$ cat src/rtl/nibble_serializer.sv
// Word-to-nibble serializer: accepts DATA_W-bit words on a valid/ready slave port
// and emits them as framed 4-bit nibbles on a valid/ready master port.
module nibble_serializer #(
    parameter int DATA_W    = 16,
    parameter bit MSB_FIRST = 1'b1
) (
    input  logic              clk,
    input  logic              rst_n,
    input  logic              s_valid,
    output logic              s_ready,
    input  logic [DATA_W-1:0] s_data,
    output logic              m_valid,
    input  logic              m_ready,
    output logic [3:0]        m_nibble,
    output logic              m_first,
    output logic              m_last,
    output logic              busy
);

    localparam int NIB   = DATA_W / 4;
    localparam int IDX_W = (NIB > 1) ? $clog2(NIB) : 1;
    localparam logic [IDX_W-1:0] LAST_IDX = IDX_W'(NIB - 1);

    generate
        if ((DATA_W < 4) || ((DATA_W % 4) != 0)) begin : g_bad_width
            $error("nibble_serializer: DATA_W must be a multiple of 4 and at least 4");
        end
    endgenerate

    typedef enum logic {
        IDLE  = 1'b0,
        SHIFT = 1'b1
    } state_t;

    state_t            state_reg, state_next;
    logic [DATA_W-1:0] data_reg, data_next;
    logic [IDX_W-1:0]  idx_reg, idx_next;

    logic [3:0] nib_arr [NIB];
    logic [3:0] cur_nib;
    logic       at_last;
    logic       accept;
    logic       advance;

    // nib_arr is indexed in transmit order, so idx_reg picks the nibble directly.
    generate
        for (genvar gi = 0; gi < NIB; gi++) begin : g_nib
            if (MSB_FIRST) begin : g_msb
                assign nib_arr[gi] = data_reg[DATA_W-1-4*gi -: 4];
            end else begin : g_lsb
                assign nib_arr[gi] = data_reg[4*gi +: 4];
            end
        end
        if (NIB == 1) begin : g_single
            assign cur_nib = nib_arr[0];
        end else begin : g_multi
            assign cur_nib = nib_arr[idx_reg];
        end
    endgenerate

    assign at_last = (idx_reg == LAST_IDX);
    assign accept  = s_valid && s_ready;
    assign advance = m_valid && m_ready;

    always_ff @(posedge clk or negedge rst_n) begin
        if (!rst_n) begin
            state_reg <= IDLE;
            data_reg  <= '0;
            idx_reg   <= '0;
        end else begin
            state_reg <= state_next;
            data_reg  <= data_next;
            idx_reg   <= idx_next;
        end
    end

    always_comb begin
        state_next = state_reg;
        data_next  = data_reg;
        idx_next   = idx_reg;
        case (state_reg)
            IDLE: begin
                if (accept) begin
                    state_next = SHIFT;
                    data_next  = s_data;
                    idx_next   = '0;
                end
            end
            SHIFT: begin
                if (advance) begin
                    if (at_last) begin
                        // A word accepted on the final handshake follows with no bubble.
                        idx_next = '0;
                        if (accept) begin
                            data_next = s_data;
                        end else begin
                            state_next = IDLE;
                        end
                    end else begin
                        idx_next = idx_reg + IDX_W'(1);
                    end
                end
            end
            default: begin
                state_next = IDLE;
                idx_next   = '0;
            end
        endcase
    end

    always_comb begin
        m_valid  = (state_reg == SHIFT);
        busy     = (state_reg == SHIFT);
        m_nibble = m_valid ? cur_nib : 4'h0;
        m_first  = m_valid && (idx_reg == '0);
        m_last   = m_valid && at_last;
        // rst_n gates s_ready so it reads low for the whole reset pulse.
        s_ready  = rst_n && ((state_reg == IDLE) ||
                             ((state_reg == SHIFT) && at_last && m_ready));
    end

endmodule

$ cat config.mk
export PLATFORM = sky130hd
export DESIGN_NAME = nibble_serializer
export DESIGN_NICKNAME = d
export VERILOG_FILES = /design/src/rtl/nibble_serializer.sv
export SDC_FILE = /design/constraint.sdc
export NUM_CORES = 1
export LEC_CHECK = 0
export ABC_CLOCK_PERIOD_IN_PS = 3100
export CAP_MARGIN = 20
export CELL_PAD_IN_SITES_DETAIL_PLACEMENT = 0
export CELL_PAD_IN_SITES_GLOBAL_PLACEMENT = 1
export CORE_AREA = 2 2 52 54
export CTS_BUF_LIST = sky130_fd_sc_hd__clkbuf_4 sky130_fd_sc_hd__clkbuf_8
export DETAILED_ROUTE_END_ITERATION = 12
export DIE_AREA = 0 0 54 56
export PLACE_DENSITY = 0.82
export SLEW_MARGIN = 20
export SYNTH_ARGS = -nofsm -noshare
export SYNTH_HDL_FRONTEND = slang
export SYNTH_SLANG_ARGS = --single-unit
$ cat constraint.sdc
create_clock -name clk -period 3.1 [get_ports clk]
set_clock_uncertainty 0.2 [all_clocks]
set_input_delay 0.31 -clock clk [delete_from_list [all_inputs] [get_ports clk]]
set_output_delay 0.31 -clock clk [all_outputs]
set_load 0.02 [all_outputs]
Word level (Yosys, flattened, before mapping)
Cells that the tools add are included.
- word-level logic and storage cells: 37
- output and inout bits: 9
- flip-flop bits (word level): 19
- bits in latches: 0
- memories kept: 0
- memory bits (read-only): 0
- memory bits (writable): 0
- input port bits: 20
- bitwise gates (word level): 2
- equal/unequal tests: 4
- magnitude comparators: 1
- add/sub/neg operators: 1
- muxes and demuxes: 16
- reduce and logical (&&, ||, !) cells: 10
- shifts and indexed selects: 0
- div/mod/pow operators: 0
- multipliers: 0
- operators with widths (operator ; count):
    2-to-1 mux 16 bit ; 3
    one-hot mux 16 bit (2 select lines) ; 1
    2-to-1 mux 4 bit ; 3
    binary-select mux 4 bit (select 2 bit) ; 1
    logical AND 1 bit ; 6
    2-to-1 mux 2 bit ; 3
    inequality test 2 x 1 -> 1 bit (second input constant) ; 2
    one-hot mux 2 bit (2 select lines) ; 1
    AND reduction 2 bit ; 2
    >= comparator 3 bit (second input constant) ; 1
    2-to-1 mux 1 bit ; 3
    inverter 2 -> 3 bit ; 1
    adder 2 x 1 -> 2 bit (second input constant) ; 1
    equality test 2 bit (second input constant) ; 1
    zero test 2 bit ; 1
    inequality test 2 bit (second input constant) ; 1
    one-hot mux 1 bit (2 select lines) ; 1
    logical OR 1 bit ; 1
    inverter 1 bit ; 1

Longest topological paths before layout
Gate-level depths: netlist of the first run.
- depth in word-level cells: 10
- mapped depth: 5
- depth with buffers taken out: 4

Worst setup path before layout of the first run
OpenSTA, ideal clock, no wires.
- path kind: reg2out
- start point: register state_reg, in the netlist busy
- end point: output port m_nibble[0]
- arrival: 1.167 ns
- required time: 2.590 ns
- slack: 1.423 ns
- cell stages (with the launch flop): 4
- path through: dfrtp_1 > buf_2 > nand2_1 > o22ai_1
- cells in the longest elaborated chain, start to end: 1
- ends and longest elaborated chain (element ; line ; RTL):
    start: declaration ; 35 ; state_t state_reg, state_next;
    start signal: assignment ; 71 ; state_reg <= state_next;
    2-to-1 mux 4 bit ; 114 ; m_nibble = m_valid ? cur_nib : 4'h0;
    end: declaration ; 14 ; output logic [3:0] m_nibble,
No other way between the ends.

Final worst setup path of the first run
- start point: register idx_reg[0]
- end point: output port s_ready
- cells in the longest elaborated chain, start to end: 5
- ends and longest elaborated chain (element ; line ; RTL):
    start: declaration ; 37 ; logic [IDX_W-1:0] idx_reg, idx_next;
    start signal: assignment ; 73 ; idx_reg <= idx_next;
    equality test 2 bit ; 61 ; assign at_last = (idx_reg == LAST_IDX);
    logical AND 1 bit (2 in series) ; 119 ; ((state_reg == SHIFT) && at_last && m_ready));
    logical OR 1 bit ; 118 ; s_ready = rst_n && ((state_reg == IDLE) ||
    logical AND 1 bit ; 118 ;
    end: declaration ; 10 ; output logic s_ready,
No other way between the ends.

==> results.cfg, run 1 <==
[cts]
cts_root_buf = clkbuf_4
tritoncts.num_buffers = 3
cts_tree = yes
cts_resized = 0
ctsHoldBuffers = 0
cts.clk_slew.worst_paths_ns = 0.11
clk_path_buf_depth = 2
postCtsSetupBuffers = 0
cts_sinks = 19
h-tree-depth = 1
insertion_delay_ns = 0.30

[yosys]
yosysTopAreaCellShare_pct = 49.67
syn_area_sq_um = 957.2
yosys_most_used_dff = dfrtp_1
synthDistinctLibCells = 16
syn_nets = 92
ys_seq_area_share_pct = 49.67
ys_ff_latch = 19
synth-async-reset-ratio_pct = 100.0
postSynthCellCount = 70
yosysWarnings = 0
yosys.area.top_type = dfrtp_1
avgSynthCellArea_sq_um = 13.67
synth_edf_count = 0
netlist_top_cells_area = dfrtp_1 50%, mux2_4 16%, mux2i_1 9.4%

[flow_run]
cap_violations = 0

[floorplan]
die_x_microns = 54
die_h_microns = 56
dieArea_sq_mm = 0.003024
start_util_pct = 39.35
ios = 29
core_sq_mm = 0.002432
rows = 18

[timing]
fin_setup_tns_ns = 0
grt_setup_unrepaired = false
fin_ws_ns = 0.4746
worst_pin_slew_ns = 0.6437
finalMaxSlewViolations = 0
finalCritPeriodShare_pct = 84.69
setup_viol = 0
fmax_ghz = 0.3809
period_needed_ns = 2.625
hold_viol_final = 0
slew_headroom_pct = 56.99

[final_layout]
final.fill_count = 239
multi_input_area_sq_um = 436.7
drive_gt1_share_pct = 23.23
largest_reg_flops = 16
area_growth_pct = 33.20
diodes = 0
area.sequential_sq_um = 475.5
nNetsFinal = 122

[grt]
grt_pass1_vias = 657
grt_first_pass_wirelength_microns = 3125
antenna_found_initial = 0
grt_start_max_net_pins = 20
grt_usage_pct = 14.26
grt_overflow = 0

[pwr]
max-vdd-ir-drop_uv = 549.5
power.density_mw_per_mm2 = 993.0
p_leak_nw = 0.5658

[critical_path]
startpoint_type = register
cp-end-kind = output pin
r2r_start = idx_reg[0]
startpoint = idx_reg[0]
rrSetupSlack_ns = 0.83
crit_required_ns = 2.59
critical_path.max_stage_delay_ns = 0.67
worstPathCellList = ha_1 -> nand2_2 -> nand2_1 -> and2_1 -> clkdlybuf4s50_1
worstReg2RegEnd = data_reg[9]
cp.arrival_ns = 2.12
slowest_stage = dfrtp_1
cp_max_fo = 11
critical_path_class = register to output pin
rr_worst_depth = 4
crit_end = s_ready

[placement]
pre_cts_slack_ns = 0.7988
gp_congestion = 0.6645
hpwlAfterDp_microns = 1356
numPortBuffers = 28

[routing]
drt-total-wl_microns = 1806
drt_iter0_drc = 3
vias = 634
postRouteAntennaNets = 0
dr.pass1.iters = 2
drcViolationCount = 0
drt-wirelength-per-cell_microns = 14.00
viasPerCell = 4.915

[min_path]
hp-class = input pin to async pin

[status]
status = finished clean
cell usage after synthesis (2+ instances only):
| library cell | count |
|---|---|
| and2_1 | 3 |
| buf_2 | 2 |
| dfrtp_1 | 19 |
| ha_1 | 2 |
| inv_1 | 2 |
| mux2_2 | 6 |
| mux2_4 | 10 |
| mux2i_1 | 9 |
| nand2_1 | 6 |
| o21ai_0 | 2 |
| o22ai_1 | 4 |
layout make-up:
| class | count | area share (%) |
|---|---|---|
| Sequential cell | 19 | 37.29 |
| Multi-Input combinational cell | 45 | 34.25 |
| Timing Repair Buffer | 29 | 22.57 |
| Tap cell | 30 | 2.944 |
| Clock buffer | 4 | 2.355 |
| Inverter | 2 | 0.5888 |
layer usage:
metal / share of wire [%] / track usage (%) / up-vias
li1: - / - / 307
met1: 45 / 19.26 / 303
met2: 48 / 21.08 / 19
met3: 5.0 / 3.495 / 5
met4: 2.0 / 6.429 / 0
met5: 0 / 0 / -
per-stage QoR:
stage	util [%]	cell area, sq um	hold slack, ns	total power [W]	std cells
final	52.42	1275	0.2065	0.001266	129
after global routing	52.42	1275	0.2351	0.001360	129
after global placement	51.18	1245	0.2979	0.001129	125
after CTS	52.42	1275	0.2014	0.001285	129
after floorplan	-	957.2	-0.1856	0.0009164	70
after detailed placement	51.18	1245	0.2995	0.001145	125
how the worst min path moves through the flow:
| stage | cells after the start | startpoint | to |
|---|---|---|---|
| finish | 2 | rst_n | busy |
| global route | 2 | rst_n | idx_reg[0] |
| floorplan | 0 | rst_n | busy |
| detailed placement | 1 | data_reg[7] | data_reg[7] |
| global placement | 1 | data_reg[10] | data_reg[10] |
| CTS | 2 | rst_n | idx_reg[0] |
cell families after synthesis:
kind of cell,Yosys count,share of synthesized area (%)
AO/OA/AOI/OAI,7,5.360
adder cells (fa/ha/maj),2,2.614
buffers and inverters,6,4.707
flip-flops,19,49.67
multiplexers,25,32.16
AND/OR/NAND/NOR,11,5.490
layout by cell type, fill, tap and decap left out, drive strengths merged:
master,instances
mux2i,9
clkbuf,4
inv,2
o22ai,4
nand2,7
mux2,16
ha,2
nand3,1
and2,3
dfrtp,19
buf,1
clkdlybuf4s50,28
o21ai,2
a21oi,1
power by group:
group	switching (W)	internal, W
Clock	0.0000796	0.0000589
Combinational	0.000264	0.000381
Sequential	0.000111	0.000371
worst max-delay path, delay by kind of cell, from the launching register on:
kind,cells,cell delay [ns]
flip-flops,1,0.67
buffers and inverters,1,0.59
AND/OR/NAND/NOR,3,0.28
adder cells (fa/ha/maj),1,0.26
No activity file was read; power rests on OpenSTA's default activity.
==> inputs of run 2 (changes only) <==
Settings changed: ABC_CLOCK_PERIOD_IN_PS 3100 to 2600, CORE_AREA 2 2 52 54 to 2 2 54 56, DIE_AREA 0 0 54 56 to 0 0 56 58, PLACE_DENSITY 0.82 to 0.77.
Clock period 3.1 ns to 2.6 ns, I/O delays scaled along.
==> results.cfg, run 2 (synthesis gave the netlist of run 1 again) <==
[pwr]
p_total_w = 0.001511
power_frac_seq_pct = 35.7
power_frac_clock_pct = 9.9
switching_share_pct = 36.04
p_switching_w = 0.0005447
power.density_mw_per_mm2 = 1173
max-vdd-ir-drop_uv = 559.6
p_int_w = 0.0009666
pwr-share-comb_pct = 54.4
p_leak_nw = 0.5753

[timing]
grt_setup_unrepaired = false
setup_viol = 0
finalCritPeriodShare_pct = 90.46
slew_headroom_pct = 77.35
worst_pin_slew_ns = 0.3397
fin_setup_tns_ns = 0
finalMaxSlewViolations = 0
fin_ws_ns = 0.2481
fmax_ghz = 0.4252
hold_viol_final = 0
period_needed_ns = 2.352

[grt]
grt_start_max_net_pins = 20
grt_overflow = 0
met3_usage_pct = 3.125
met1_usage_pct = 14.98
antenna_found_initial = 0
grt_first_pass_wirelength_microns = 2994
grt.busiest_layer = met2
grt_usage_pct = 12.14
gr-usage-met2_pct = 20.84
grt_pass1_vias = 702

[routing]
drt-total-wl_microns = 1777
viasPerCell = 4.886
vias = 645
drt_iter0_drc = 1
drcViolationCount = 0
dr.pass1.iters = 2
drt-wirelength-per-cell_microns = 13.46
postRouteAntennaNets = 0

[cts]
cts.clk_slew.worst_paths_ns = 0.11
cts_resized = 0
tritoncts.num_buffers = 3
cts_tree = yes
clk_path_buf_depth = 2
cts_sinks = 19
cts_root_buf = clkbuf_4
ctsHoldBuffers = 0
insertion_delay_ns = 0.29
postCtsSetupBuffers = 0
h-tree-depth = 1

[final_layout]
final_cells = 132
diodes = 0
final_common_cell = clkdlybuf4s50_1
utilization_pct = 48.40
drive_gt1_share_pct = 24.75
final.fill_count = 259
area_growth_pct = 34.64
nNetsFinal = 124
mostFrequentLayoutCells = 28 x clkdlybuf4s50_1, 19 x dfrtp_1, 10 x mux2_4
largest_reg_flops = 16

[critical_path]
startpoint_type = register
worstPathCellList = nand2_1 -> o22ai_1 -> clkdlybuf4s50_1
startpoint = busy
critical_path.max_stage_delay_ns = 0.63
critical_path_class = register to output pin
cp-end-kind = output pin
crit_required_ns = 2.14
slowest_stage = clkdlybuf4s50_1
cp.arrival_ns = 1.89
cp_max_fo = 11
r2r_start = idx_reg[1]
rrSetupSlack_ns = 0.87

[floorplan]
core_sq_mm = 0.002663
dieArea_sq_mm = 0.003248
die_x_microns = 56
start_util_pct = 35.95
rows = 19
ios = 29
die_h_microns = 58

[placement]
pre_cts_slack_ns = 0.4433
numPortBuffers = 28
hpwlAfterDp_microns = 1304
gp_congestion = 0.7246
place_inst = 128

[status]
status = finished clean

[flow_run]
cap_violations = 0

[min_path]
hp-class = input pin to async pin
[run 2: cell count changes in the layout (fill, tap and decap cells not counted)]
cell,previous run,this run
buf_4,1,3
clkinv_2,0,1
clkbuf_4,4,3
[run 2: final timing paths]
path | endpoint | cells past startpoint
max | m_nibble[3] | 3
min | busy | 2
max reg2reg | data_reg[15] | 5
min reg2reg | data_reg[13] | 1
max in group asynchronous | data_reg[14] | 2
min in group clk | data_reg[13] | 1
[run 2: worst max-delay path, delay by kind of cell (launching register included)]
kind / cells / cell delay (ns)
AND/OR/NAND/NOR: 1 / 0.19
flip-flops: 1 / 0.56
buffers and inverters: 1 / 0.63
AO/OA/AOI/OAI: 1 / 0.21
[run 2: power groups by stage]
stage	logic, W	registers, W	clock network [W]
floorplan	0.000577	0.000515	0
global placement	0.000824	0.000542	0
detailed placement	0.000828	0.000548	0
CTS	0.000835	0.000541	0.000157
global route	0.000895	0.000560	0.000170
finish	0.000822	0.000540	0.000149
[run 2: routing by layer]
metal / wire length (microns) / up-vias
li1: - / 309
met1: 787 / 317
met2: 890 / 19
met3: 99 / 0
met4: 0 / 0
met5: 0 / -
[run 2: cell type report]
type	count	area, sq um	share of cell area [%]
Clock buffer	3	22.52	1.748
Inverter	2	7.507	0.5825
Multi-Input combinational cell	45	436.7	33.88
Clock inverter	1	5.005	0.3883
Tap cell	31	38.79	3.010
Timing Repair Buffer	31	302.8	23.50
Sequential cell	19	475.5	36.89
[run 2: stage by stage]
step	hold slack, ns	cell area (sq um)
4_1_cts	0.1420	1289
3_5_place_dp	0.2956	1261
5_1_grt	0.1505	1289
2_1_floorplan	-0.2356	957.2
3_3_place_gp	0.2902	1261
6_report	0.1460	1289
==> inputs of run 3 (changes only) <==
Settings changed: CORE_AREA 2 2 54 56 to 4 4 56 58, DIE_AREA 0 0 56 58 to 0 0 60 62.
==> results.cfg, run 3 (synthesis gave the netlist of run 1 again) <==
[cts]
h-tree-depth = 1
cts_resized = 0
tritoncts.num_buffers = 3
insertion_delay_ns = 0.29
postCtsSetupBuffers = 0
cts_root_buf = clkbuf_4
cts_tree = yes
cts.clk_slew.worst_paths_ns = 0.11
clk_path_buf_depth = 2
ctsHoldBuffers = 0
cts_sinks = 19

[final_layout]
area_growth_pct = 34.90
final_common_cell = clkdlybuf4s50_1
nNetsFinal = 124
mostFrequentLayoutCells = 28 x clkdlybuf4s50_1, 19 x dfrtp_1, 10 x mux2_4
drive_gt1_share_pct = 24.75
final.fill_count = 253
largest_reg_flops = 16
stdcell_area_sq_mm = 0.001291
final_cells = 132
diodes = 0

[timing]
grt_setup_unrepaired = false
worst_pin_slew_ns = 0.3331
period_needed_ns = 2.445
setup_viol = 0
fin_setup_tns_ns = 0
fmax_ghz = 0.4090
finalMaxSlewViolations = 0
slew_headroom_pct = 77.80
hold_viol_final = 0
finalCritPeriodShare_pct = 94.04

[critical_path]
crit_required_ns = 2.14
critical_path_class = register to output pin
startpoint = idx_reg[0]
cp_max_fo = 7
crit_end = m_nibble[3]
cp-end-kind = output pin
rrSetupSlack_ns = 0.63
startpoint_type = register
worstReg2RegEnd = data_reg[13]
r2r_start = idx_reg[0]
rr_worst_depth = 5
cp.arrival_ns = 1.99

[grt]
grt_pass1_vias = 703
grt_usage_pct = 11.06
grt_overflow = 0
grt_first_pass_wirelength_microns = 2994
grt_start_max_net_pins = 20
antenna_found_initial = 0

[floorplan]
die_h_microns = 62
rows = 19
die_x_microns = 60
start_util_pct = 35.95
ios = 29
dieArea_sq_mm = 0.003720
core_sq_mm = 0.002663

[placement]
place_inst = 128
dpl_cell_area_sq_mm = 0.001261
numPortBuffers = 28
gp_congestion = 0.7506
hpwlAfterDp_microns = 1374

[routing]
dr.pass1.iters = 3
vias = 649
drt-wirelength-per-cell_microns = 13.70
drt-total-wl_microns = 1808
drcViolationCount = 0
postRouteAntennaNets = 0
viasPerCell = 4.917
drt_iter0_drc = 6

[min_path]
hp-class = input pin to async pin

[status]
status = finished clean

[pwr]
p_leak_nw = 0.5760
max-vdd-ir-drop_uv = 674.0
power.density_mw_per_mm2 = 1179

[flow_run]
cap_violations = 0
run 3: cell types whose count changed in the layout (fill, tap and decap cells not counted):
cell,change
clkbuf_4,+1
clkinv_2,-1
run 3: area by class of cell:
cell class                      instances  area (sq um)  area share, %
Tap cell                               31         38.79          3.004
Multi-Input combinational cell         45         436.7          33.82
Sequential cell                        19         475.5          36.82
Timing Repair Buffer                   31         302.8          23.45
Clock buffer                            4         30.03          2.326
Inverter                                2         7.507         0.5814
run 3: worst min path at each step:
stage,from,cells after the start,end
2_1_floorplan,rst_n,0,busy
3_3_place_gp,data_reg[10],1,data_reg[10]
3_5_place_dp,data_reg[6],1,data_reg[6]
4_1_cts,rst_n,2,data_reg[10]
5_1_grt,rst_n,2,data_reg[8]
6_report,rst_n,2,data_reg[8]
run 3: worst max-delay path: stages (launching register included):
cell,delay [ns]
dfrtp_1,0.55
buf_4,0.23
mux2i_1,0.09
o22ai_1,0.19
clkdlybuf4s50_1,0.64
run 3: routing by layer:
layer / vias up / part of all wire [%] / global-route usage, %
met2: 15 / 50 / 18.67
met5: - / 0 / 0
met3: 2 / 5.3 / 2.273
met4: 0 / 0.55 / 5.696
met1: 320 / 45 / 13.35
li1: 312 / - / -
run 3: power breakdown:
part / internal [W] / switching [W] / leakage [nW]
clock network: 0.0000701 / 0.0000878 / 0.0184
registers: 0.000443 / 0.000115 / 0.226
logic: 0.000466 / 0.000340 / 0.332
total: 0.000979 / 0.000542 / 0.576
run 3: through the flow:
stage | setup slack [ns] | power (W) | utilization [%] | hold slack (ns)
after CTS | 0.1313 | 0.001545 | 48.50 | 0.1356
after global routing | 0.03948 | 0.001636 | 48.50 | 0.1640
after floorplan | 0.9329 | 0.001093 | - | -0.2356
after global placement | 0.4533 | 0.001371 | 47.37 | 0.2936
final | 0.1550 | 0.001522 | 48.50 | 0.1355
after detailed placement | 0.4460 | 0.001381 | 47.37 | 0.2953
